--- config.mk ---
export PLATFORM = sky130hd
export DESIGN_NAME = calendar_counter
export DESIGN_NICKNAME = d
export VERILOG_FILES = /design/src/rtl/cal_pkg.sv /design/src/rtl/calendar_counter_days_in_month.sv /design/src/rtl/calendar_counter.sv
export SDC_FILE = /design/constraint.sdc
export NUM_CORES = 1
export LEC_CHECK = 0
export ABC_CLOCK_PERIOD_IN_PS = 5170
export CAP_MARGIN = 30
export CORE_ASPECT_RATIO = 1.4
export CORE_MARGIN = 3
export CORE_UTILIZATION = 55
export CTS_CLUSTER_SIZE = 25
export DETAILED_ROUTE_END_ITERATION = 10
export PLACE_DENSITY = 0.79
export SLEW_MARGIN = 10
export SYNTH_ARGS = -nofsm -noshare
export SYNTH_HDL_FRONTEND = slang
export SYNTH_SLANG_ARGS = --single-unit
--- constraint.sdc ---
create_clock -name clk -period 5.17 [get_ports clk]
set_clock_uncertainty 0.1 [all_clocks]
set_input_delay 1.034 -clock clk [delete_from_list [all_inputs] [get_ports clk]]
set_output_delay 1.034 -clock clk [all_outputs]
set_load 0.05 [all_outputs]
--- src/rtl/cal_pkg.sv ---
// Shared calendar definitions: month numbers, month-length constants and
// the Gregorian leap-year test used by calendar_counter and days_in_month.
package cal_pkg;

  localparam logic [3:0] JAN = 4'd1;
  localparam logic [3:0] FEB = 4'd2;
  localparam logic [3:0] MAR = 4'd3;
  localparam logic [3:0] APR = 4'd4;
  localparam logic [3:0] MAY = 4'd5;
  localparam logic [3:0] JUN = 4'd6;
  localparam logic [3:0] JUL = 4'd7;
  localparam logic [3:0] AUG = 4'd8;
  localparam logic [3:0] SEP = 4'd9;
  localparam logic [3:0] OCT = 4'd10;
  localparam logic [3:0] NOV = 4'd11;
  localparam logic [3:0] DEC = 4'd12;

  localparam logic [4:0] D28 = 5'd28;
  localparam logic [4:0] D29 = 5'd29;
  localparam logic [4:0] D30 = 5'd30;
  localparam logic [4:0] D31 = 5'd31;

  // Year is passed zero-extended to 32 bits so one function serves any YEAR_W.
  // With leap_en low February is always treated as a 28-day month.
  function automatic logic is_leap(input logic [31:0] y, input logic leap_en);
    return leap_en && ((y % 32'd4) == 32'd0) &&
           (((y % 32'd100) != 32'd0) || ((y % 32'd400) == 32'd0));
  endfunction

endpackage

--- src/rtl/calendar_counter_days_in_month.sv ---
// Combinational month-length lookup.
// Ports:
//   month  in  4  month number, 1-based
//   leap   in  1  year is a leap year
//   ndays  out 5  days in that month; 0 for a month outside 1..12
module days_in_month
  import cal_pkg::*;
(
  input  logic [3:0] month,
  input  logic       leap,
  output logic [4:0] ndays
);

  always_comb begin
    ndays = 5'd0;
    case (month)
      FEB:                               ndays = leap ? D29 : D28;
      APR, JUN, SEP, NOV:                ndays = D30;
      JAN, MAR, MAY, JUL, AUG, OCT, DEC: ndays = D31;
      default:                           ndays = 5'd0;
    endcase
  end

endmodule

--- src/rtl/calendar_counter.sv ---
// Day/month/year calendar register advanced by a once-per-day tick, with
// validated parallel load and month/year roll-over pulses.
// Ports:
//   clk        in   1       system clock, rising edge
//   rst_n      in   1       asynchronous active-low reset
//   tick       in   1       advance one day
//   load       in   1       load ld_day/ld_month/ld_year (wins over tick)
//   ld_day     in   5       day to load
//   ld_month   in   4       month to load
//   ld_year    in   YEAR_W  year to load
//   day        out  5       current day, 1-based
//   month      out  4       current month, 1-based
//   year       out  YEAR_W  current year
//   err        out  1       last load was rejected
//   month_end  out  1       one-cycle pulse on month roll-over
//   year_end   out  1       one-cycle pulse on year roll-over
module calendar_counter
  import cal_pkg::*;
#(
  parameter int YEAR_W     = 12,
  parameter int RESET_YEAR = 2000,
  parameter int LEAP_EN    = 1
) (
  input  logic              clk,
  input  logic              rst_n,
  input  logic              tick,
  input  logic              load,
  input  logic [4:0]        ld_day,
  input  logic [3:0]        ld_month,
  input  logic [YEAR_W-1:0] ld_year,
  output logic [4:0]        day,
  output logic [3:0]        month,
  output logic [YEAR_W-1:0] year,
  output logic              err,
  output logic              month_end,
  output logic              year_end
);

  logic       cur_leap;
  logic       ld_leap;
  logic [4:0] cur_ndays;
  logic [4:0] ld_ndays;
  logic       ld_valid;

  assign cur_leap = is_leap(32'(year), LEAP_EN != 0);
  assign ld_leap  = is_leap(32'(ld_year), LEAP_EN != 0);

  days_in_month u_dim_cur (
    .month (month),
    .leap  (cur_leap),
    .ndays (cur_ndays)
  );

  days_in_month u_dim_ld (
    .month (ld_month),
    .leap  (ld_leap),
    .ndays (ld_ndays)
  );

  // An out-of-range month yields ndays=0, so the day bound alone rejects it;
  // the explicit month range check keeps the intent readable.
  assign ld_valid = (ld_month >= JAN) && (ld_month <= DEC) &&
                    (ld_day != 5'd0) && (ld_day <= ld_ndays);

  always_ff @(posedge clk or negedge rst_n) begin
    if (!rst_n) begin
      day       <= 5'd1;
      month     <= JAN;
      year      <= YEAR_W'(RESET_YEAR);
      err       <= 1'b0;
      month_end <= 1'b0;
      year_end  <= 1'b0;
    end else if (load) begin
      // A tick arriving with load is dropped, not deferred.
      month_end <= 1'b0;
      year_end  <= 1'b0;
      if (ld_valid) begin
        day   <= ld_day;
        month <= ld_month;
        year  <= ld_year;
        err   <= 1'b0;
      end else begin
        err   <= 1'b1;
      end
    end else if (tick) begin
      // Loads are validated, so day never exceeds cur_ndays here.
      if (day < cur_ndays) begin
        day       <= day + 5'd1;
        month_end <= 1'b0;
        year_end  <= 1'b0;
      end else if (month < DEC) begin
        day       <= 5'd1;
        month     <= month + 4'd1;
        month_end <= 1'b1;
        year_end  <= 1'b0;
      end else begin
        day       <= 5'd1;
        month     <= JAN;
        year      <= year + YEAR_W'(1);   // wraps modulo 2^YEAR_W
        month_end <= 1'b1;
        year_end  <= 1'b1;
      end
    end else begin
      month_end <= 1'b0;
      year_end  <= 1'b0;
    end
  end

endmodule

==> flow_summary.json, run 1 <==
{
  "report.final.slew_viol_count": 0,
  "ant_nets": 0,
  "p_sw_mw": 1.732,
  "clkTransAtPathRegs_ps": 90,
  "grt_overflow": 0,
  "clock_power_share": 0.039,
  "worstSkewPairLatency_ps": 270,
  "rows": 36,
  "cts_tree": "done",
  "vias": 5652,
  "hold_slack_ps": 492.6,
  "area_delta_synth_final_pct": 47.64,
  "crit_fanout": 7,
  "root_buffer": "clkbuf_8",
  "dp.final_hpwl_um": 10930,
  "arrival_ps": 6740,
  "io_pins": 49,
  "final_cell_mix": "buf_4 (96), clkdlybuf4s50_1 (43), nand2_1 (41)",
  "synth_seq_cells": 24,
  "place.gp.congestion": 0.9923,
  "drt_iter0_markers": 689,
  "dieArea_sq_mm": 0.008607,
  "syn_area_per_cell_sq_um": 7.190,
  "antenna_found_initial": 0,
  "final-setup-viol-count": 22,
  "drive_above_1_share": 0.3329,
  "diodes": 0,
  "synthFlopType": "dfrtp_1",
  "relSlewSlack": 0.5172,
  "numCtsBuffers": 3,
  "ys_seq_area_frac": 0.1477,
  "leakage_nw": 2.447,
  "synth_edf_count": 0,
  "critPathKind": "input port to register",
  "rsz0062_at_grt": "true",
  "violations": "negative setup slack",
  "period_share": 1.288,
  "track_usage": 0.3545,
  "coreArea_sq_mm": 0.007117,
  "h-tree-depth": 1,
  "first_pass_iters": 6,
  "synth_cell_types": 84,
  "drc": 0,
  "yosys-mux-area-fraction": 0.02331,
  "stdcell_area_sq_mm": 0.006103,
  "numPortBuffers": 48,
  "startpoint_type": "input port",
  "outcome": "finished, violations left",
  "p_comb_frac": 0.819,
  "cts_num_sinks": 24,
  "powerDensity_mw_per_mm2": 503.2,
  "critPathCaptureType": "register",
  "start_util": 0.5809,
  "grt_pass1_wl_um": 25140,
  "syn_inst": 575,
  "fin_ws_ps": -1490,
  "fin_cells": 798,
  "die_h_um": 108.6,
  "max-clock-path-buffers": 2,
  "worst_pin_slew_ps": 724.2,
  "syn-cell-area_sq_mm": 0.004134,
  "synth_xor_area_frac": 0.02512,
  "die_w_um": 79.27,
  "drv_cap": 0,
  "synthesis.nets": 618,
  "fin_nets": 747,
  "switching_share": 0.5637,
  "worstPathRequired_ps": 5250,
  "synthAdderAreaFrac": 0.05690,
  "max_stage_delay_ps": 390,
  "finalHoldViolCount": 0,
  "grt_max_degree": 29,
  "cpMostUsedCell": "buf_4",
  "synth_top_family_by_area": "compound AO/OA/AOI/OAI gates",
  "hold_path_class": "register to register",
  "fmax_mhz": 150.2,
  "dpl_cell_area_sq_mm": 0.005355,
  "dp_cells": 770,
  "synthArstFlopShare": 1.000,
  "p_int_mw": 1.340,
  "grt_pass1_vias": 5342,
  "synth-compound-area-share": 0.3820,
  "final_common_cell": "buf_4",
  "peakVddDrop_mv": 0.3782,
  "wl_per_cell_um": 20.96,
  "yosysWarnings": 0,
  "drt_wl_total_um": 16730,
  "seqPwrFrac": 0.142,
  "yosys.area_share.simple": 0.3069,
  "routed_via_density": 7.083,
  "period_needed_ps": 6660,
  "finish.utilization": 0.8576,
  "fillers": 435,
  "slowest_stage": "or3_4"
}
[sequential cells by signal (all words and copies together) (netlist names)]
| name | count |
|---|---|
| month | 4 |
| day | 5 |
| year_end | 1 |
| month_end | 1 |
| err | 1 |
| year | 12 |
[critical path, delay by kind of cell]
kind | cells | cell delay, ps
simple gates | 11 | 1440
buf+inv | 5 | 740
compound gates | 15 | 2820
fa+ha+maj | 2 | 450
mux | 1 | 220
[power by group through the flow]
stage                     Sequential (mW)  Clock, mW  Combinational (mW)
final                               0.435      0.120                2.52
after global routing                0.445      0.123                2.69
after CTS                           0.411      0.118                2.27
after detailed placement            0.409          0                2.19
after global placement              0.406          0                2.13
after floorplan                     0.597          0                1.40
[synth_stat cells (all sizes together) (11+ instances only)]
cell / n / area, sq um
nor4: 14 / 87.58
nor2b: 11 / 68.82
a21oi: 37 / 207.7
nand2: 43 / 161.4
o21ai: 38 / 193.9
or3: 15 / 108.9
clkbuf: 26 / 97.59
nand3: 32 / 160.2
ha: 18 / 225.2
a211oi: 13 / 97.59
inv: 21 / 78.83
nor3: 38 / 206.5
dfrtp: 16 / 400.4
nor2: 39 / 146.4
[what timing repair did]
item,CTS,global route
endpoints found under the setup margin,22,23
setup buffers,14,11
hold buffers,0,0
pin swaps,32,50
endpoints found under the hold margin,0,0
gates cloned,0,0
resized for setup,74,53
[metal layers]
metal	vias up	part of all wire	global-route usage
met5	-	0	0
met4	0	0.051	0.1523
met3	100	0.072	0.02583
met2	377	0.51	0.6572
met1	2662	0.37	0.4124
li1	2513	-	-
[metrics by stage]
stage / setup WS, ps / power, mW / setup TNS [ps]
final: -1490 / 3.072 / -30100
after global routing: -1766 / 3.258 / -36490
after CTS: -1289 / 2.802 / -25790
after detailed placement: -2004 / 2.598 / -41490
after global placement: -1854 / 2.534 / -38250
after floorplan: -1106 / 1.998 / -21270
[cell type report]
cell class	instances	area, sq um	area share
timing repair buffer	160	1381	0.2263
multi-input combinational	494	3869	0.6339
clock buffer	4	45.04	0.007380
sequential	24	610.6	0.1000
inverter	21	78.83	0.01292
tap	95	118.9	0.01948
[cells by family after synthesis]
kind of cell / after synthesis
mux: 9
compound gates: 216
fa+ha+maj: 19
xor+xnor: 11
buf+inv: 57
flops: 24
simple gates: 239
[worst paths after layout]
check                                end  startpoint  cells after the start  slack [ps]
worst max-delay path            month[0]  ld_year[8]                     34       -1490
worst min register to register       err         err                      2         490
worst max register to register  month[1]     year[9]                     17         -20
max in group asynchronous        year[8]       rst_n                      2        3630
worst min-delay path                 err         err                      2         490
min in group asynchronous         day[2]       rst_n                      2        1030
No activity file was read; power rests on OpenSTA's default activity.
==> run 2: changes to the inputs <==
- PLACE_DENSITY: 0.79 -> 0.78
- SYNTH_HIERARCHICAL: default -> 1
==> run 2 against run 1 <==
The run still ends with negative setup slack left. Utilization rose by 5.2 points. Wire length up 15%. Critical path depth is 2 higher. Maximum frequency shrank 3.4%. Clock-buffer cell count fell by 1.
==> flow_summary.json, run 2 <==
{
  "outcome": "finished, violations left",
  "violations": "negative setup slack",
  "final_common_cell": "buf_4",
  "vias": 6056,
  "start_util": 0.5738,
  "grt_overflow": 0,
  "synth_seq_cells": 24,
  "ant_nets": 0,
  "numPortBuffers": 48,
  "cpMostUsedCell": "o31ai_2",
  "die_w_um": 80.53,
  "drt_wl_total_um": 19180,
  "track_usage": 0.3756,
  "grt_max_degree": 41,
  "yosysMostFrequentCell": "o21ai_0",
  "critPathKind": "input port to register",
  "slowest_stage": "a221oi_2",
  "worstSkewPairLatency_ps": 280,
  "io_pins": 49,
  "synthesis.nets": 618,
  "grt_pass1_vias": 5644,
  "report.final.slew_viol_count": 0,
  "layout.area.seq_sq_um": 610.6,
  "fmax_mhz": 145.0,
  "fin_ws_ps": -1725,
  "worst_pin_slew_ps": 729.7,
  "drv_cap": 0,
  "area_delta_synth_final_pct": 58.57,
  "max_stage_delay_ps": 370,
  "rsz0062_at_grt": "true",
  "final-setup-viol-count": 24,
  "drt_iter0_markers": 664,
  "ys_seq_area_frac": 0.1428,
  "grt_pass1_wl_um": 26700,
  "relSlewSlack": 0.5084,
  "root_buffer": "clkbuf_8",
  "synth_top_area_cell": "dfrtp_1",
  "syn_inst": 578,
  "clkTransAtPathRegs_ps": 90,
  "crit_fanout": 7,
  "use_met3": 0.02439,
  "top_usage_layer": "met2",
  "wl_per_cell_um": 22.07,
  "first_pass_iters": 6,
  "syn_area_per_cell_sq_um": 7.399,
  "syn-cell-area_sq_mm": 0.004277,
  "fillers": 312,
  "drc": 0,
  "coreArea_sq_mm": 0.007453,
  "yosysWarnings": 6,
  "dp.final_hpwl_um": 10920,
  "cts_num_sinks": 24,
  "finalSetupTns_ps": -34600,
  "cts_tree": "done",
  "worstPathRequired_ps": 5280,
  "routed_via_density": 6.969,
  "finalHoldViolCount": 0,
  "pre_cts_slack_ps": -2287,
  "top_regs": "year: 12 flops, day: 5 flops, month: 4 flops",
  "fin_nets": 813,
  "synthTopCellsByCount": "o21ai_0 (49), nand2_1 (42), a21oi_1 (41)",
  "place.gp.congestion": 0.9993,
  "startpoint_type": "input port",
  "drive_above_1_share": 0.4171,
  "critPathCaptureType": "register",
  "antenna_found_initial": 0,
  "synthFlopType": "dfrtp_1",
  "period_share": 1.334,
  "numCtsBuffers": 3,
  "max-clock-path-buffers": 2,
  "largest_reg_flops": 12,
  "synth_edf_count": 0,
  "hold_path_class": "register to register",
  "top_register": "year",
  "synth_cell_types": 103,
  "h-tree-depth": 1,
  "arrival_ps": 7010,
  "use_met1": 0.4335,
  "rows": 37,
  "die_h_um": 110.3,
  "period_needed_ps": 6895,
  "synthTopCellsByArea": "dfrtp_1 (9.4%), o21ai_0 (5.7%), dfstp_2 (4.9%), a21oi_1 (4.8%), ha_1 (4.4%)",
  "final_cell_mix": "buf_4 (156), clkdlybuf4s50_1 (43), nand2_1 (39)",
  "synthDominantCellAreaShare": 0.09362,
  "diodes": 0,
  "met2_usage": 0.6914,
  "synthArstFlopShare": 1.000,
  "dieArea_sq_mm": 0.008885,
  "multi_input_area_sq_mm": 0.003985
}
## run 2: cell count changes in the layout (fill, tap and decap cells not counted), sizes merged, moves of 7 or more
cell,delta
nand3,-14
a31oi,+8
o21ai,+21
nand2b,+9
a311oi,-7
a22oi,+8
or3,-10
nor3,-10
a221oi,-8
buf,+65
a211o,-7
## run 2: logic make-up (layout without fill, tap and decap cells)
kind of cell               count (synthesis)  count (layout)  share of synthesized area
muxes                                     12              12                    0.02984
DFF                                       24              24                     0.1428
and+or+nand+nor                          222             222                     0.2978
xor gates and xnor gates                  13              13                    0.02838
adders and majority gates                 19              19                    0.05354
buffers and inverters                     63             256                    0.07021
AOI/OAI and AO/OA                        225             226                     0.3774
## run 2: metrics by stage
| step | hold slack (ps) | util | instances | cell area (sq um) |
|---|---|---|---|---|
| 6_report | 447.2 | 0.9099 | 869 | 6782 |
| 5_1_grt | 462.3 | 0.9099 | 869 | 6782 |
| 4_1_cts | 417.8 | 0.8563 | 860 | 6382 |
| 3_5_place_dp | 403.9 | 0.7915 | 835 | 5899 |
| 3_3_place_gp | 389.4 | 0.7895 | 834 | 5884 |
| 2_1_floorplan | 503.0 | - | 578 | 4398 |
## run 2: path summary, 6_finish.rpt
kind,endpoint,slack (ps),start,cells past startpoint
worst min register to register,day[0],450,day[0],2
worst max register to register,year[1],-1020,year[7],32
worst min-delay path,day[0],450,day[0],2
min in group asynchronous,month_end,970,rst_n,1
max in group asynchronous,year[9],3430,rst_n,2
worst max-delay path,year[6],-1730,ld_year[8],36
## run 2: layer usage
| metal | wire [um] | vias up |
|---|---|---|
| met3 | 1588 | 162 |
| met1 | 6552 | 2777 |
| met5 | 0 | - |
| li1 | - | 2601 |
| met4 | 1453 | 0 |
| met2 | 9587 | 516 |
## run 2: area by class of cell
type	instances	share of cell area
tap	97	0.01790
inverter	27	0.01494
timing repair buffer	225	0.2790
sequential	24	0.09004
multi-input combinational	492	0.5876
clock buffer	3	0.006089
clock inverter	1	0.004428
## run 2: what timing repair did
item / CTS / global route
setup endpoints to repair: 24 / 24
pin swaps: 34 / 22
setup buffers: 20 / 10
hold buffers: 0 / 0
gates resized for setup: 80 / 70
gates cloned: 1 / 0
## run 2: worst max-delay path, delay by kind of cell
kind                     cells  cell delay [ps]
AO/OA/AOI/OAI               18             3050
XOR/XNOR                     1              190
adder cells (fa/ha/maj)      2              490
buffers and inverters        5              750
multiplexers                 1              280
AND/OR/NAND/NOR              9             1220
Power of run 2 is left out: the tool's default activity adds up to more than one toggle a clock period on the data nets, which glitch-free logic cannot reach.
